**config.mk**
```make
export PLATFORM = sky130hd
export DESIGN_NAME = control_fsm
export DESIGN_NICKNAME = d
export VERILOG_FILES = /design/src/rtl/control_fsm_pkg.sv /design/src/rtl/ctrl_decode.sv /design/src/rtl/control_fsm.sv
export SDC_FILE = /design/constraint.sdc
export NUM_CORES = 1
export LEC_CHECK = 0
export CAP_MARGIN = 20
export CORE_MARGIN = 10
export CORE_UTILIZATION = 42
export DETAILED_ROUTE_END_ITERATION = 10
export GPL_TIMING_DRIVEN = 0
export PLACE_DENSITY = 0.77
export SLEW_MARGIN = 0
export SYNTH_ARGS = -nofsm -noshare
export SYNTH_HDL_FRONTEND = slang
export SYNTH_SLANG_ARGS = --single-unit
```
**constraint.sdc**
```tcl
create_clock -name clk -period 1.8 [get_ports clk]
set_input_delay 0.45 -clock clk [delete_from_list [all_inputs] [get_ports clk]]
set_output_delay 0.45 -clock clk [all_outputs]
set_load 0.02 [all_outputs]
```
**src/rtl/control_fsm_pkg.sv**
```systemverilog
// Shared encodings for the multi-cycle control FSM: states, opcode (inst[6:2]) values,
// datapath select encodings and the decoded control bundle.
package control_fsm_pkg;

    typedef enum logic [2:0] {
        ST_FETCH  = 3'd0,
        ST_DECODE = 3'd1,
        ST_EXEC   = 3'd2,
        ST_MEM    = 3'd3,
        ST_WB     = 3'd4,
        ST_MULDIV = 3'd5,
        ST_FAULT  = 3'd7
    } state_t;

    localparam logic [4:0] OPC_LOAD   = 5'b00000;
    localparam logic [4:0] OPC_OP_IMM = 5'b00100;
    localparam logic [4:0] OPC_AUIPC  = 5'b00101;
    localparam logic [4:0] OPC_STORE  = 5'b01000;
    localparam logic [4:0] OPC_OP     = 5'b01100;
    localparam logic [4:0] OPC_LUI    = 5'b01101;
    localparam logic [4:0] OPC_BRANCH = 5'b11000;
    localparam logic [4:0] OPC_JALR   = 5'b11001;
    localparam logic [4:0] OPC_JAL    = 5'b11011;

    localparam logic [1:0] JMP_NONE = 2'b00;
    localparam logic [1:0] JMP_JAL  = 2'b01;
    localparam logic [1:0] JMP_JALR = 2'b10;

    localparam logic [2:0] WB_ALU   = 3'b000;
    localparam logic [2:0] WB_MEM   = 3'b001;
    localparam logic [2:0] WB_AUIPC = 3'b010;
    localparam logic [2:0] WB_PC4   = 3'b011;
    localparam logic [2:0] WB_IMM   = 3'b111;

    localparam logic [1:0] ALU_ADD    = 2'b00;
    localparam logic [1:0] ALU_ITYPE  = 2'b01;
    localparam logic [1:0] ALU_RTYPE  = 2'b10;
    localparam logic [1:0] ALU_BRANCH = 2'b11;

    typedef struct packed {
        logic [1:0] jump_sel;
        logic       branch;
        logic       mem_rd;
        logic       mem_wr;
        logic       alu_src;
        logic       reg_we;
        logic [2:0] memto_reg;
        logic [1:0] alu_op;
        logic       muldiv;
        logic       illegal;
    } ctrl_t;

    function automatic logic is_wait_state(input state_t s);
        return (s == ST_FETCH) || (s == ST_MEM) || (s == ST_MULDIV);
    endfunction

endpackage

```
**src/rtl/ctrl_decode.sv**
```systemverilog
// Opcode-to-control mapping, purely combinational.
// Latency: 0 cycles; no backpressure (the FSM registers the result in DECODE).
module ctrl_decode
    import control_fsm_pkg::*;
(
    input  logic [4:0] opcode,
    input  logic       funct7_0,
    output ctrl_t      ctrl
);

    always_comb begin
        ctrl = '0;
        case (opcode)
            OPC_LOAD: begin
                ctrl.mem_rd    = 1'b1;
                ctrl.alu_src   = 1'b1;
                ctrl.reg_we    = 1'b1;
                ctrl.memto_reg = WB_MEM;
                ctrl.alu_op    = ALU_ADD;
            end
            OPC_STORE: begin
                ctrl.mem_wr  = 1'b1;
                ctrl.alu_src = 1'b1;
                ctrl.alu_op  = ALU_ADD;
            end
            OPC_BRANCH: begin
                ctrl.branch = 1'b1;
                ctrl.alu_op = ALU_BRANCH;
            end
            OPC_OP: begin
                ctrl.reg_we    = 1'b1;
                ctrl.memto_reg = WB_ALU;
                ctrl.alu_op    = ALU_RTYPE;
                ctrl.muldiv    = funct7_0;
            end
            OPC_OP_IMM: begin
                ctrl.reg_we  = 1'b1;
                ctrl.alu_src = 1'b1;
                ctrl.alu_op  = ALU_ITYPE;
            end
            OPC_AUIPC: begin
                ctrl.reg_we    = 1'b1;
                ctrl.alu_src   = 1'b1;
                ctrl.memto_reg = WB_AUIPC;
            end
            OPC_LUI: begin
                ctrl.reg_we    = 1'b1;
                ctrl.memto_reg = WB_IMM;
            end
            OPC_JAL: begin
                ctrl.reg_we    = 1'b1;
                ctrl.jump_sel  = JMP_JAL;
                ctrl.memto_reg = WB_PC4;
            end
            OPC_JALR: begin
                ctrl.reg_we    = 1'b1;
                ctrl.alu_src   = 1'b1;
                ctrl.jump_sel  = JMP_JALR;
                ctrl.memto_reg = WB_PC4;
            end
            default: ctrl.illegal = 1'b1;
        endcase
    end

endmodule

```
**src/rtl/control_fsm.sv**
```systemverilog
// Multi-cycle CPU control FSM (FETCH/DECODE/EXEC/MEM/WB) with memory wait timeout and sticky fault.
// Latency: 3-5 cycles per instruction with zero-wait memory; stalls on mem_ready (and muldiv_done).
// Optional MULDIV_EN macro adds a MULDIV wait state with muldiv_start/muldiv_done ports.
module control_fsm
    import control_fsm_pkg::*;
#(
    parameter int MEM_TIMEOUT  = 15,
    parameter int ILLEGAL_TRAP = 1
) (
    input  logic        clk,
    input  logic        rst_n,
    input  logic [31:0] inst,
    output logic        mem_req,
    input  logic        mem_ready,
    output logic        pc_write,
    output logic        ir_write,
    output logic [1:0]  jump_sel,
    output logic        branch,
    output logic        memRead,
    output logic        memWrite,
    output logic        ALUsrc,
    output logic        regWrite,
    output logic [2:0]  memtoReg,
    output logic [1:0]  ALUop,
    output logic [2:0]  state,
`ifdef MULDIV_EN
    input  logic        muldiv_done,
    output logic        muldiv_start,
`endif
    output logic        fault
);

    localparam logic [7:0] TIMEOUT = 8'(MEM_TIMEOUT);

    state_t     cur_state, next_state;
    ctrl_t      dec, ctrl_q;
    logic [7:0] wait_cnt;
    logic       fault_q;
    logic       wait_done;
    logic       timed_out;
    logic       md_bit;

`ifdef MULDIV_EN
    assign md_bit    = inst[25];
    assign wait_done = (cur_state == ST_MULDIV) ? muldiv_done : mem_ready;
    logic unused_inst;
    assign unused_inst = ^{inst[31:26], inst[24:7], inst[1:0]};
`else
    assign md_bit    = 1'b0;
    assign wait_done = mem_ready;
    logic unused_inst;
    assign unused_inst = ^{inst[31:7], inst[1:0], ctrl_q.muldiv};
`endif

    assign timed_out = !wait_done && (wait_cnt == TIMEOUT);

    ctrl_decode u_decode (
        .opcode   (inst[6:2]),
        .funct7_0 (md_bit),
        .ctrl     (dec)
    );

    always_ff @(posedge clk or negedge rst_n) begin
        if (!rst_n) cur_state <= ST_FETCH;
        else        cur_state <= next_state;
    end

    always_comb begin
        next_state = cur_state;
        case (cur_state)
            ST_FETCH: begin
                if (mem_ready)      next_state = ST_DECODE;
                else if (timed_out) next_state = ST_FAULT;
            end
            ST_DECODE: begin
                if (dec.illegal && (ILLEGAL_TRAP != 0)) next_state = ST_FAULT;
                else                                    next_state = ST_EXEC;
            end
            ST_EXEC: begin
                if (ctrl_q.mem_rd || ctrl_q.mem_wr)          next_state = ST_MEM;
                else if (ctrl_q.branch || ctrl_q.illegal)    next_state = ST_FETCH;
`ifdef MULDIV_EN
                else if (ctrl_q.muldiv)                      next_state = ST_MULDIV;
`endif
                else                                         next_state = ST_WB;
            end
            ST_MEM: begin
                if (mem_ready)      next_state = ctrl_q.mem_rd ? ST_WB : ST_FETCH;
                else if (timed_out) next_state = ST_FAULT;
            end
`ifdef MULDIV_EN
            ST_MULDIV: begin
                if (muldiv_done)    next_state = ST_WB;
                else if (timed_out) next_state = ST_FAULT;
            end
`endif
            ST_WB:    next_state = ST_FETCH;
            ST_FAULT: next_state = ST_FAULT;
            default:  next_state = ST_FAULT;
        endcase
    end

    // Controls are captured in DECODE and held until the instruction retires or faults.
    always_ff @(posedge clk or negedge rst_n) begin
        if (!rst_n) begin
            ctrl_q   <= '0;
            wait_cnt <= '0;
            fault_q  <= 1'b0;
        end else begin
            if (next_state == ST_FETCH || next_state == ST_FAULT) ctrl_q <= '0;
            else if (cur_state == ST_DECODE)                       ctrl_q <= dec;

            if (next_state != cur_state && is_wait_state(next_state)) wait_cnt <= '0;
            else if (is_wait_state(cur_state) && !wait_done && !timed_out)
                wait_cnt <= wait_cnt + 8'd1;

            if (next_state == ST_FAULT) fault_q <= 1'b1;
        end
    end

    // Gating with rst_n keeps every output low while reset is held, including the
    // state-decoded strobes that would otherwise reflect the reset FETCH state.
    always_comb begin
        mem_req  = 1'b0;
        ir_write = 1'b0;
        pc_write = 1'b0;
        regWrite = 1'b0;
        memRead  = 1'b0;
        memWrite = 1'b0;
        jump_sel = '0;
        branch   = 1'b0;
        ALUsrc   = 1'b0;
        memtoReg = '0;
        ALUop    = '0;
        state    = '0;
        fault    = 1'b0;
`ifdef MULDIV_EN
        muldiv_start = 1'b0;
`endif
        if (rst_n) begin
            state    = cur_state;
            fault    = fault_q;
            jump_sel = ctrl_q.jump_sel;
            branch   = ctrl_q.branch;
            ALUsrc   = ctrl_q.alu_src;
            memtoReg = ctrl_q.memto_reg;
            ALUop    = ctrl_q.alu_op;
            mem_req  = (cur_state == ST_FETCH) || (cur_state == ST_MEM);
            ir_write = (cur_state == ST_FETCH) && mem_ready;
            memRead  = (cur_state == ST_MEM) && ctrl_q.mem_rd;
            memWrite = (cur_state == ST_MEM) && ctrl_q.mem_wr;
            regWrite = (cur_state == ST_WB) && ctrl_q.reg_we;
            pc_write = ((cur_state == ST_FETCH) && mem_ready)
                     || ((cur_state == ST_EXEC) && ctrl_q.branch)
                     || ((cur_state == ST_WB) && (ctrl_q.jump_sel != JMP_NONE));
`ifdef MULDIV_EN
            // The counter is zero only in the first MULDIV cycle.
            muldiv_start = (cur_state == ST_MULDIV) && (wait_cnt == 8'd0);
`endif
        end
    end

endmodule

```
==> results.toml <==
[status]
status = "finished with violations"
violations = "setup timing"

[placement]
dp_cells = 272
port_buffers = 21
pre_cts_slack_ps = -1320
hpwl_um = 2940
gp_congestion = 0.884

[layout]
diodes = 0
synthToLayoutAreaGrowth_pct = 39.7
layout.nets = 283
fillCellCount = 322
regArea_um2 = 628
drive_gt1_frac = 0.321
multi_input_area_um2 = 1110
mostFrequentLayoutCells = "23 x dfrtp_1, 20 x nor2_1, 19 x buf_4"
final_cells = 296
mostFrequentLayoutCell = "dfrtp_1"
fin_util = 0.600

[power_and_ir_drop]
comb_power_share = 0.510
power.internal_mw = 1.34
p_total_mw = 2.20
power.density_nw_per_um2 = 929
ir_drop_v = 0.000419
sw_frac_of_total = 0.389
sequentialPowerShare = 0.336
clkPwrFrac = 0.154
leakage_nw = 0.978
switchingPower_uw = 856

[hold_path]
hp-class = "input port to async pin"

[logic_synthesis]
synth-edff-count = 0
synth_cell_type_count = 45
synth_flop_cell = "dfrtp_1"
ys_seq_area_frac = 0.369
yosys_warnings = 0
synth_seq_cells = 25
avgSynthCellArea_um2 = 8.47
synth_area_um2 = 1690
syn_nets = 236
synthArstFlopShare = 1.00
netlist_instances = 200

[clocking]
cts_tree = "built"
cts_root_buffer = "clkbuf_8"
cts_buffers = 3
clk_latency_ps = 270
clk_pin_slew_worst_paths_ps = 90
cts.sink_count = 25
h-tree-depth = 1
clock_path_buffers = 2

[timing]
rsz0062_at_grt = "true"
period_minus_slack_ps = 2040
slew_viol_final = 0
clock_skew_ps = 1.68
finalSetupViolations = 24
worst_pin_slew_ps = 444
period_share = 1.14
fmax_mhz = 489
setup_ws_ps = -245
max_slew_margin = 0.704
hold_ws_ps = 126
finalHoldViolations = 0

[die]
die_h_um = 83.5
core_area_um2 = 3940
start_util = 0.430
fp.dieW_um = 83.5
io_pins = 54
dieArea_um2 = 6970
core.rowCount = 23

[grt]
grt_antenna_before_repair = 0
overflow = 0
grt_max_degree = 14
first_global_vias = 1558
grt_pass1_wl_um = 7370
grt_usage = 0.122

[detailed_routing]
drt-initial-drc-count = 161
drc = 0
first_pass_iters = 4
antenna_left = 0
wire_per_inst_um = 15.2
vias_per_cell = 5.51
vias = 1630
drt-total-wl_um = 4510

[worst_setup_path]
path_class = "register to register"
crit_fanout = 5
worstPathArrival_ps = 2200
start_kind = "register"
cp_data_required_time_ps = 1960
crit_path_end_kind = "register"

[job]
maxCapViolCount = 0
cell usage after synthesis (5+ instances only):
master     n  area [µm²]
nand3_1    9        45.0
nand2_1   13        48.8
nor3_1     8        40.0
o21ai_0    5        25.0
xor2_1     8        70.1
dfrtp_1   25         626
nor2_1    23        86.3
a21oi_1   20         100
clkbuf_1   9        33.8
nor2b_1    5        31.3
and2_1    13        81.3
and3_1     6        37.5
state kept, by name, summed over array words and instances (netlist names):
name / cells
ctrl_q: 13
cur_state: 3
fault_q: 1
wait_cnt: 8
per-layer routing:
metal	global-route usage	part of all wire
met5	0	0
met1	0.150	0.44
met2	0.203	0.47
met4	0.0426	0.018
met3	0.0273	0.069
through the flow:
stage                     setup TNS [ps]  instance area [µm²]
after floorplan                    -5780                 1720
final                              -4290                 2370
after CTS                          -5230                 2220
after detailed placement          -34890                 2020
after global placement            -48830                 1990
after global routing               -6180                 2370
cells by family (layout without fill, tap and decap cells):
logic type / Yosys count / in the layout / share of synthesized area
muxes: 2 / 2 / 0.0118
AOI/OAI and AO/OA: 42 / 42 / 0.174
adders and majority gates: 1 / 1 / 0.00738
buffers and inverters: 18 / 64 / 0.0510
and+or+nand+nor: 103 / 103 / 0.340
xor gates and xnor gates: 9 / 9 / 0.0465
DFF: 25 / 25 / 0.369
critical path: stages (launching register included):
cell and delay [ps]:
dfrtp_1 380, or4b_4 540, or2_1 230, or4_4 440, nand4bb_4 150, buf_6 150
a21oi_2 40
worst paths after layout:
check	startpoint	end	slack [ps]	cells past startpoint
worst max-delay path	wait_cnt[6]	ctrl_q[11]	-240	6
worst min-delay path	rst_n	cur_state[2]	130	2
worst max register to register	wait_cnt[6]	ctrl_q[11]	-240	6
worst min register to register	fault_q	fault_q	490	1
max in group asynchronous	rst_n	cur_state[1]	870	2
min in group clk	fault_q	fault_q	490	1
cell type report:
cell class              instances  area share
repair buffers                 43       0.174
inverters                       4     0.00635
well taps                      50      0.0264
multi-input cells             157       0.468
flip-flops and latches         25       0.265
plain buffers                  13      0.0407
clock buffers                   4      0.0190
what timing repair did:
action	CTS	global route
pin swaps	5	3
resized for setup	81	44
cloned	2	1
hold endpoints to repair	6	0
hold buffers	1	0
buffers inserted	7	10
setup endpoints to repair	43	37
power groups by stage:
stage	sequential, mW	combinational [mW]	clock (mW)
final	0.740	1.12	0.338
after global routing	0.751	1.23	0.373
after CTS	0.738	0.913	0.341
after global placement	0.740	0.778	0
after detailed placement	0.742	0.797	0
after floorplan	0.720	0.612	0
No activity file was read; power rests on OpenSTA's default activity.
